$ cat config.mk
export PLATFORM = sky130hd
export DESIGN_NAME = bloco_controle_flat
export DESIGN_NICKNAME = d
export VERILOG_FILES = /design/src/rtl/bloco_controle_pkg.sv /design/src/rtl/bloco_controle_if.sv /design/src/rtl/bloco_controle_decodificador.sv /design/src/rtl/bloco_controle.sv /design/src/flat_wrapper.sv
export SDC_FILE = /design/constraint.sdc
export NUM_CORES = 1
export LEC_CHECK = 0
export CAP_MARGIN = 20
export CORE_AREA = 8 8 45 47
export CTS_CLUSTER_SIZE = 12
export DETAILED_ROUTE_END_ITERATION = 6
export DIE_AREA = 0 0 53 55
export HOLD_SLACK_MARGIN = 0.15
export SKIP_CTS_REPAIR_TIMING = 1
export SLEW_MARGIN = 5
export SYNTH_ARGS = -nofsm -noshare
export SYNTH_HDL_FRONTEND = slang
export SYNTH_SLANG_ARGS = --single-unit
$ cat constraint.sdc
create_clock -name clk -period 1.2 [get_ports clk]
set_input_delay 0.3 -clock clk [delete_from_list [all_inputs] [get_ports clk]]
set_output_delay 0.3 -clock clk [all_outputs]
set_load 0.005 [all_outputs]
$ cat src/rtl/bloco_controle_pkg.sv
// Shared definitions for the bloco_controle Horner-rule controller:
// state encoding, datapath mux select codes, ULA op codes and the
// bundled control word produced by the output decoder.
package bloco_controle_pkg;

    typedef enum logic [2:0] {
        ST_IDLE = 3'd0,
        ST_LOAD = 3'd1,
        ST_S1   = 3'd2,
        ST_S2   = 3'd3,
        ST_S3   = 3'd4,
        ST_S4   = 3'd5,
        ST_DONE = 3'd6
    } state_t;

    // Input mux M0: selects which external operand reaches mux0
    localparam logic [1:0] SEL0_K = 2'b00;
    localparam logic [1:0] SEL0_A = 2'b01;
    localparam logic [1:0] SEL0_B = 2'b10;
    localparam logic [1:0] SEL0_C = 2'b11;

    // Operand mux M1: ULA operand b
    localparam logic [1:0] SEL1_MUX0 = 2'b00;
    localparam logic [1:0] SEL1_X    = 2'b01;
    localparam logic [1:0] SEL1_S    = 2'b10;
    localparam logic [1:0] SEL1_H    = 2'b11;

    // Operand mux M2: ULA operand a
    localparam logic [1:0] SEL2_X    = 2'b00;
    localparam logic [1:0] SEL2_MUX0 = 2'b01;
    localparam logic [1:0] SEL2_S    = 2'b10;
    localparam logic [1:0] SEL2_H    = 2'b11;

    // ULA operation (multiply keeps the low 16 bits)
    localparam logic ULA_ADD = 1'b0;
    localparam logic ULA_MUL = 1'b1;

    // Every control line the controller drives, decoded from state
    typedef struct packed {
        logic       busy;
        logic       done;
        logic       lx;
        logic       lh;
        logic       ls;
        logic [1:0] m0;
        logic [1:0] m1;
        logic [1:0] m2;
        logic       h;
    } ctrl_t;

endpackage

$ cat src/rtl/bloco_controle_if.sv
// Host handshake plus datapath control lines of bloco_controle.
// BLOCO_CONTROLE_ACCUM_EN adds the acc request line.
interface bloco_controle_if;

    logic       start;
`ifdef BLOCO_CONTROLE_ACCUM_EN
    logic       acc;
`endif
    logic       busy;
    logic       done;
    logic       LX;
    logic       LH;
    logic       LS;
    logic [1:0] M0;
    logic [1:0] M1;
    logic [1:0] M2;
    logic       H;

    // Controller side
    modport master (
        input  start,
`ifdef BLOCO_CONTROLE_ACCUM_EN
        input  acc,
`endif
        output busy, done, LX, LH, LS, M0, M1, M2, H
    );

    // Host / datapath side
    modport slave (
        output start,
`ifdef BLOCO_CONTROLE_ACCUM_EN
        output acc,
`endif
        input  busy, done, LX, LH, LS, M0, M1, M2, H
    );

endinterface

$ cat src/rtl/bloco_controle_decodificador.sv
// decodificador_controle: Moore output decoder. Maps the FSM state (and
// the accumulate flag latched for the current run) to every control line.
module decodificador_controle
    import bloco_controle_pkg::*;
(
    input  state_t state,
    input  logic   acc_run,
    output ctrl_t  ctrl
);

    // Decode state into control lines; unlisted lines stay at 0
    always_comb begin
        // NOTE: the all-zero default before the case keeps every field
        // assigned on every path, so no latch is inferred.
        ctrl = '0;
        unique case (state)
            ST_LOAD: begin
                ctrl.busy = 1'b1;
                ctrl.lx   = 1'b1;
            end
            ST_S1: begin  // H <= A * X
                ctrl.busy = 1'b1;
                ctrl.m0   = SEL0_A;
                ctrl.m1   = SEL1_MUX0;
                ctrl.m2   = SEL2_X;
                ctrl.h    = ULA_MUL;
                ctrl.lh   = 1'b1;
            end
            ST_S2: begin  // H <= H + B
                ctrl.busy = 1'b1;
                ctrl.m0   = SEL0_B;
                ctrl.m1   = SEL1_MUX0;
                ctrl.m2   = SEL2_H;
                ctrl.h    = ULA_ADD;
                ctrl.lh   = 1'b1;
            end
            ST_S3: begin  // H <= H * X
                ctrl.busy = 1'b1;
                ctrl.m1   = SEL1_X;
                ctrl.m2   = SEL2_H;
                ctrl.h    = ULA_MUL;
                ctrl.lh   = 1'b1;
            end
            ST_S4: begin  // S <= H + C, or S <= S + H when accumulating
                ctrl.busy = 1'b1;
                ctrl.m0   = SEL0_C;
                ctrl.m1   = acc_run ? SEL1_H : SEL1_MUX0;
                ctrl.m2   = acc_run ? SEL2_S : SEL2_H;
                ctrl.h    = ULA_ADD;
                ctrl.ls   = 1'b1;
            end
            ST_DONE: begin
                ctrl.done = 1'b1;
            end
            default: ;    // IDLE: everything low
        endcase
    end

endmodule

$ cat src/rtl/bloco_controle.sv
// bloco_controle: Moore FSM sequencing the 16-bit datapath to evaluate
// Y = A*X^2 + B*X + C by Horner's rule (X = K). Optional feature macro:
// BLOCO_CONTROLE_ACCUM_EN (adds acc; latched acc=1 makes S <= S + A*X^2 + B*X).
module bloco_controle
    import bloco_controle_pkg::*;
(
    input  logic              clk,
    input  logic              rst,
    bloco_controle_if.master  bus
);

    state_t state_q, state_d;
    logic   acc_run;
    ctrl_t  ctrl;

    // State register with synchronous reset
    always_ff @(posedge clk) begin
        // NOTE: sequential state uses non-blocking assignments so every
        // flop samples its pre-edge value regardless of block ordering.
        if (rst) state_q <= ST_IDLE;
        else     state_q <= state_d;
    end

    // Next-state: a fixed walk LOAD..DONE once start is seen in IDLE
    always_comb begin
        state_d = state_q;
        unique case (state_q)
            ST_IDLE: if (bus.start) state_d = ST_LOAD;
            ST_LOAD: state_d = ST_S1;
            ST_S1:   state_d = ST_S2;
            ST_S2:   state_d = ST_S3;
            ST_S3:   state_d = ST_S4;
            ST_S4:   state_d = ST_DONE;
            ST_DONE: state_d = ST_IDLE;
            default: state_d = ST_IDLE;
        endcase
    end

`ifdef BLOCO_CONTROLE_ACCUM_EN
    logic acc_q, acc_d;

    // Capture acc alongside start so it stays fixed for the whole run
    always_comb begin
        acc_d = acc_q;
        if (state_q == ST_IDLE && bus.start) acc_d = bus.acc;
    end

    // Latched accumulate flag
    always_ff @(posedge clk) begin
        if (rst) acc_q <= 1'b0;
        else     acc_q <= acc_d;
    end

    assign acc_run = acc_q;
`else
    assign acc_run = 1'b0;
`endif

    decodificador_controle u_decodificador (
        .state   (state_q),
        .acc_run (acc_run),
        .ctrl    (ctrl)
    );

    // Output drive: decoded control word onto the interface
    always_comb begin
        bus.busy = ctrl.busy;
        bus.done = ctrl.done;
        bus.LX   = ctrl.lx;
        bus.LH   = ctrl.lh;
        bus.LS   = ctrl.ls;
        bus.M0   = ctrl.m0;
        bus.M1   = ctrl.m1;
        bus.M2   = ctrl.m2;
        bus.H    = ctrl.h;
    end

endmodule

$ cat src/flat_wrapper.sv
// flat-port wrapper written by rule: the top's interface ports become plain ports
module bloco_controle_flat import bloco_controle_pkg::*;
  (clk, rst, bus_start, bus_busy, bus_done, bus_LX, bus_LH, bus_LS, bus_M0, bus_M1, bus_M2, bus_H);
  bloco_controle_if bus_i ();
  input  logic clk;
  input  logic rst;
  input wire logic [$bits(bus_i.start)-1:0] bus_start;
  output wire logic [$bits(bus_i.busy)-1:0] bus_busy;
  output wire logic [$bits(bus_i.done)-1:0] bus_done;
  output wire logic [$bits(bus_i.LX)-1:0] bus_LX;
  output wire logic [$bits(bus_i.LH)-1:0] bus_LH;
  output wire logic [$bits(bus_i.LS)-1:0] bus_LS;
  output wire logic [$bits(bus_i.M0)-1:0] bus_M0;
  output wire logic [$bits(bus_i.M1)-1:0] bus_M1;
  output wire logic [$bits(bus_i.M2)-1:0] bus_M2;
  output wire logic [$bits(bus_i.H)-1:0] bus_H;
  assign bus_i.start = bus_start;
  assign bus_busy = bus_i.busy;
  assign bus_done = bus_i.done;
  assign bus_LX = bus_i.LX;
  assign bus_LH = bus_i.LH;
  assign bus_LS = bus_i.LS;
  assign bus_M0 = bus_i.M0;
  assign bus_M1 = bus_i.M1;
  assign bus_M2 = bus_i.M2;
  assign bus_H = bus_i.H;
  bloco_controle u_core (.clk(clk), .rst(rst), .bus(bus_i));
endmodule
==> metrics.cfg <==
[logic_synthesis]
synth_nets = 33
postSynth.asyncResetShare = 0
yosysMostFrequentCell = sky130_fd_sc_hd__a21oi_1
netlist-cell-type-count = 19
netlist.area_leader.share = 0.262
syn_area_per_cell_sq_um = 7.63
netlist_top_cells_count = sky130_fd_sc_hd__a21oi_1, sky130_fd_sc_hd__dfxtp_1, sky130_fd_sc_hd__nor2_1
synth_cells = 30
ys_ff_latch = 3
yosysWarningCount = 0
yosys_top_cell_by_area = sky130_fd_sc_hd__dfxtp_1
yosysSeqAreaShare = 0.262
synthesis.area_sq_um = 229
synthFlopType = sky130_fd_sc_hd__dfxtp_1
number_of_synthesized_flops_with_an_enable_pin = 0
post_synth_main_area_contributors = sky130_fd_sc_hd__dfxtp_1, sky130_fd_sc_hd__a21oi_1, sky130_fd_sc_hd__buf_4

[global_routing]
groute.usage.overall = 0.0475
grt_pass1_vias = 247
global_route_wire_length_before_repair_um = 952
grt-ovfl-total = 0
grt_antenna_before_repair = 0
grt_max_degree = 9

[placed_design]
dp_worst_setup_slack_ps = -366
place.port_buffers = 13
placed_cell_area_sq_um = 395
weighted_congestion_reported_at_the_end_of_routability_driven_placement = 0.763
detailedPlacementHpwl_um = 513

[power]
post-layout-total-power_w = 0.000440
powerDensity_mw_per_mm2 = 1090
power.static_leakage_nw = 0.224
worst_ir_drop_vdd_uv = 462

[worst_setup_path]
critical_path.max_stage_delay_ps = 360
cp.buffers_inverters = 1
worstSetupPathDepth = 3
endpoint_kind = output pin
setup.worst_path.start_class = flip-flop
path_cells = nand2b_4 -> a21oi_1 -> dlymetal6s2s_1
worst_path_max_delay_cell = sky130_fd_sc_hd__dfxtp_4
r2r_start = u_core.state_q[1]
crit_family = flip-flops
r2r_cell_count = 5
critical_path.max_fanout = 8
reg2reg_slack_ps = 140
worst_r2r_endpoint = u_core.state_q[2]
kind_of_critical_path = reg2out
arrival_ps = 1040
cp_data_required_time_ps = 900

[floorplan]
die_h_um = 55
floorplan.initialDensity = 0.165
placeableCoreArea_sq_mm = 0.00138
die_width_um = 53
rows = 14
boundary_pin_count = 15
fp.dieArea_sq_mm = 0.00292

[clocking]
clk_pin_slew_worst_paths_ps = 40
clock_latency_ps = 240
max-clock-path-buffers = 2
cts-buffers-inserted = 3
htree_num_levels = 1
clkSinkCount = 3
tritoncts_clock_tree = yes
clock_tree.root_cell = sky130_fd_sc_hd__clkbuf_4

[sta]
finalHoldViolCount = 0
period_needed_ps = 1340
fmax_mhz = 748
number_of_pins_with_negative_max_slew_slack_in_the_final_report = 0
post-route-period-util = 1.11
fin_skew_ps = 6.96
finalSetupViolations = 11
setup_tns_ps = -1180
postLayoutSetupSlackWorst_ps = -137
rsz0062_at_grt = true

[route]
drc_errors = 0
wirelength_um = 701
avgViaCountPerCell = 3.96
detailedRoute.firstIterationViolations = 0
routedWlPerCell_um = 10.5
detailroute.via_count = 265
drt.antenna.violating_nets = 0
drt_pass1_iterations = 1

[layout]
final_area_sq_um = 403
antennaDiodeCount = 0
reg.largest.list = u_core.state_q x3
fin_nets = 55
areaGrowthSynthToFinish_pct = 76.0
registers.top_by_ff_count = u_core.state_q
drive_above_1_share = 0.549
layout.core_utilization = 0.291
n_fill_cell = 165
largest_reg_flops = 3

[hold_path]
timing.hold.worst_path_depth = 2
worst_hold_path_type = reg2reg
min_delay_worst_endpoint = u_core.state_q[1]
min_from = u_core.state_q[0]

[run]
max_cap_viol_count = 0

[status]
outcome = finished with violations
violations = setup timing

-- per-stage QoR --
step	std cells	hold slack, ps
floorplan	30	369
global placement	61	576
detailed placement	61	573
CTS	65	575
global route	67	569
finish	67	536
-- kinds of logic after synthesis --
group                  after synthesis  synth area share
AOI/OAI and AO/OA                    7             0.191
buffers and inverters                6             0.175
DFF                                  3             0.262
muxes                                1            0.0437
other                                1            0.0164
and+or+nand+nor                     12             0.311
-- worst reg2reg max path, cell delays in order, from the launching register on --
cell and delay [ps]:
sky130_fd_sc_hd__dfxtp_4 380, sky130_fd_sc_hd__buf_4 130, sky130_fd_sc_hd__nand3b_1 80, sky130_fd_sc_hd__buf_4 140, sky130_fd_sc_hd__buf_4 120, sky130_fd_sc_hd__a21oi_1 140
-- report_power, final --
group	leakage (nW)	switching, W	internal (W)
sequential	0.0261	0.0000152	0.000110
combinational	0.183	0.0000553	0.0000784
clock	0.0150	0.0000558	0.000125
-- area by class of cell --
| cell class | count | area [sq um] | area share |
|---|---|---|---|
| repair buffers | 22 | 150 | 0.373 |
| multi-input cells | 21 | 136 | 0.339 |
| inverters | 1 | 3.75 | 0.00932 |
| well taps | 16 | 20.0 | 0.0497 |
| clock buffers | 4 | 26.3 | 0.0652 |
| flip-flops and latches | 3 | 66.3 | 0.165 |
-- cells in the final DEF (no fill, tap or decap) --
master                            instances
sky130_fd_sc_hd__buf_4                    9
sky130_fd_sc_hd__buf_2                    6
sky130_fd_sc_hd__a21oi_1                  4
sky130_fd_sc_hd__clkbuf_2                 4
sky130_fd_sc_hd__nor2_1                   3
sky130_fd_sc_hd__clkbuf_4                 3
sky130_fd_sc_hd__nand2b_4                 2
sky130_fd_sc_hd__nor3_1                   2
sky130_fd_sc_hd__clkdlybuf4s50_1          2
sky130_fd_sc_hd__dfxtp_2                  2
sky130_fd_sc_hd__inv_1                    1
sky130_fd_sc_hd__nand3b_1                 1
sky130_fd_sc_hd__nand2_1                  1
sky130_fd_sc_hd__nand2b_1                 1
sky130_fd_sc_hd__mux2i_1                  1
sky130_fd_sc_hd__o21ai_1                  1
sky130_fd_sc_hd__and3_1                   1
sky130_fd_sc_hd__or2_1                    1
sky130_fd_sc_hd__o22ai_1                  1
sky130_fd_sc_hd__a211oi_2                 1
sky130_fd_sc_hd__conb_1                   1
sky130_fd_sc_hd__clkbuf_1                 1
sky130_fd_sc_hd__dlymetal6s2s_1           1
sky130_fd_sc_hd__dfxtp_4                  1
-- worst max path at each step --
stage	endpoint	slack (ps)	from
2_1_floorplan	bus_M2[1]	20	u_core.state_q[1]
3_3_place_gp	bus_M0[1]	-350	u_core.state_q[2]
3_5_place_dp	bus_H	-370	u_core.state_q[2]
4_1_cts	bus_H	-630	u_core.state_q[2]
5_1_grt	bus_M0[0]	-200	u_core.state_q[1]
6_report	bus_M0[1]	-140	u_core.state_q[1]
-- metal layers --
layer | GRT usage | share of wire | vias to the layer above
met1 | 0.0441 | 0.50 | 112
met4 | 0.0647 | 0.020 | 0
met2 | 0.0664 | 0.42 | 12
met5 | 0 | 0 | -
li1 | - | - | 139
met3 | 0.0241 | 0.053 | 2
Note: power is estimated with default switching activity, not from simulation.
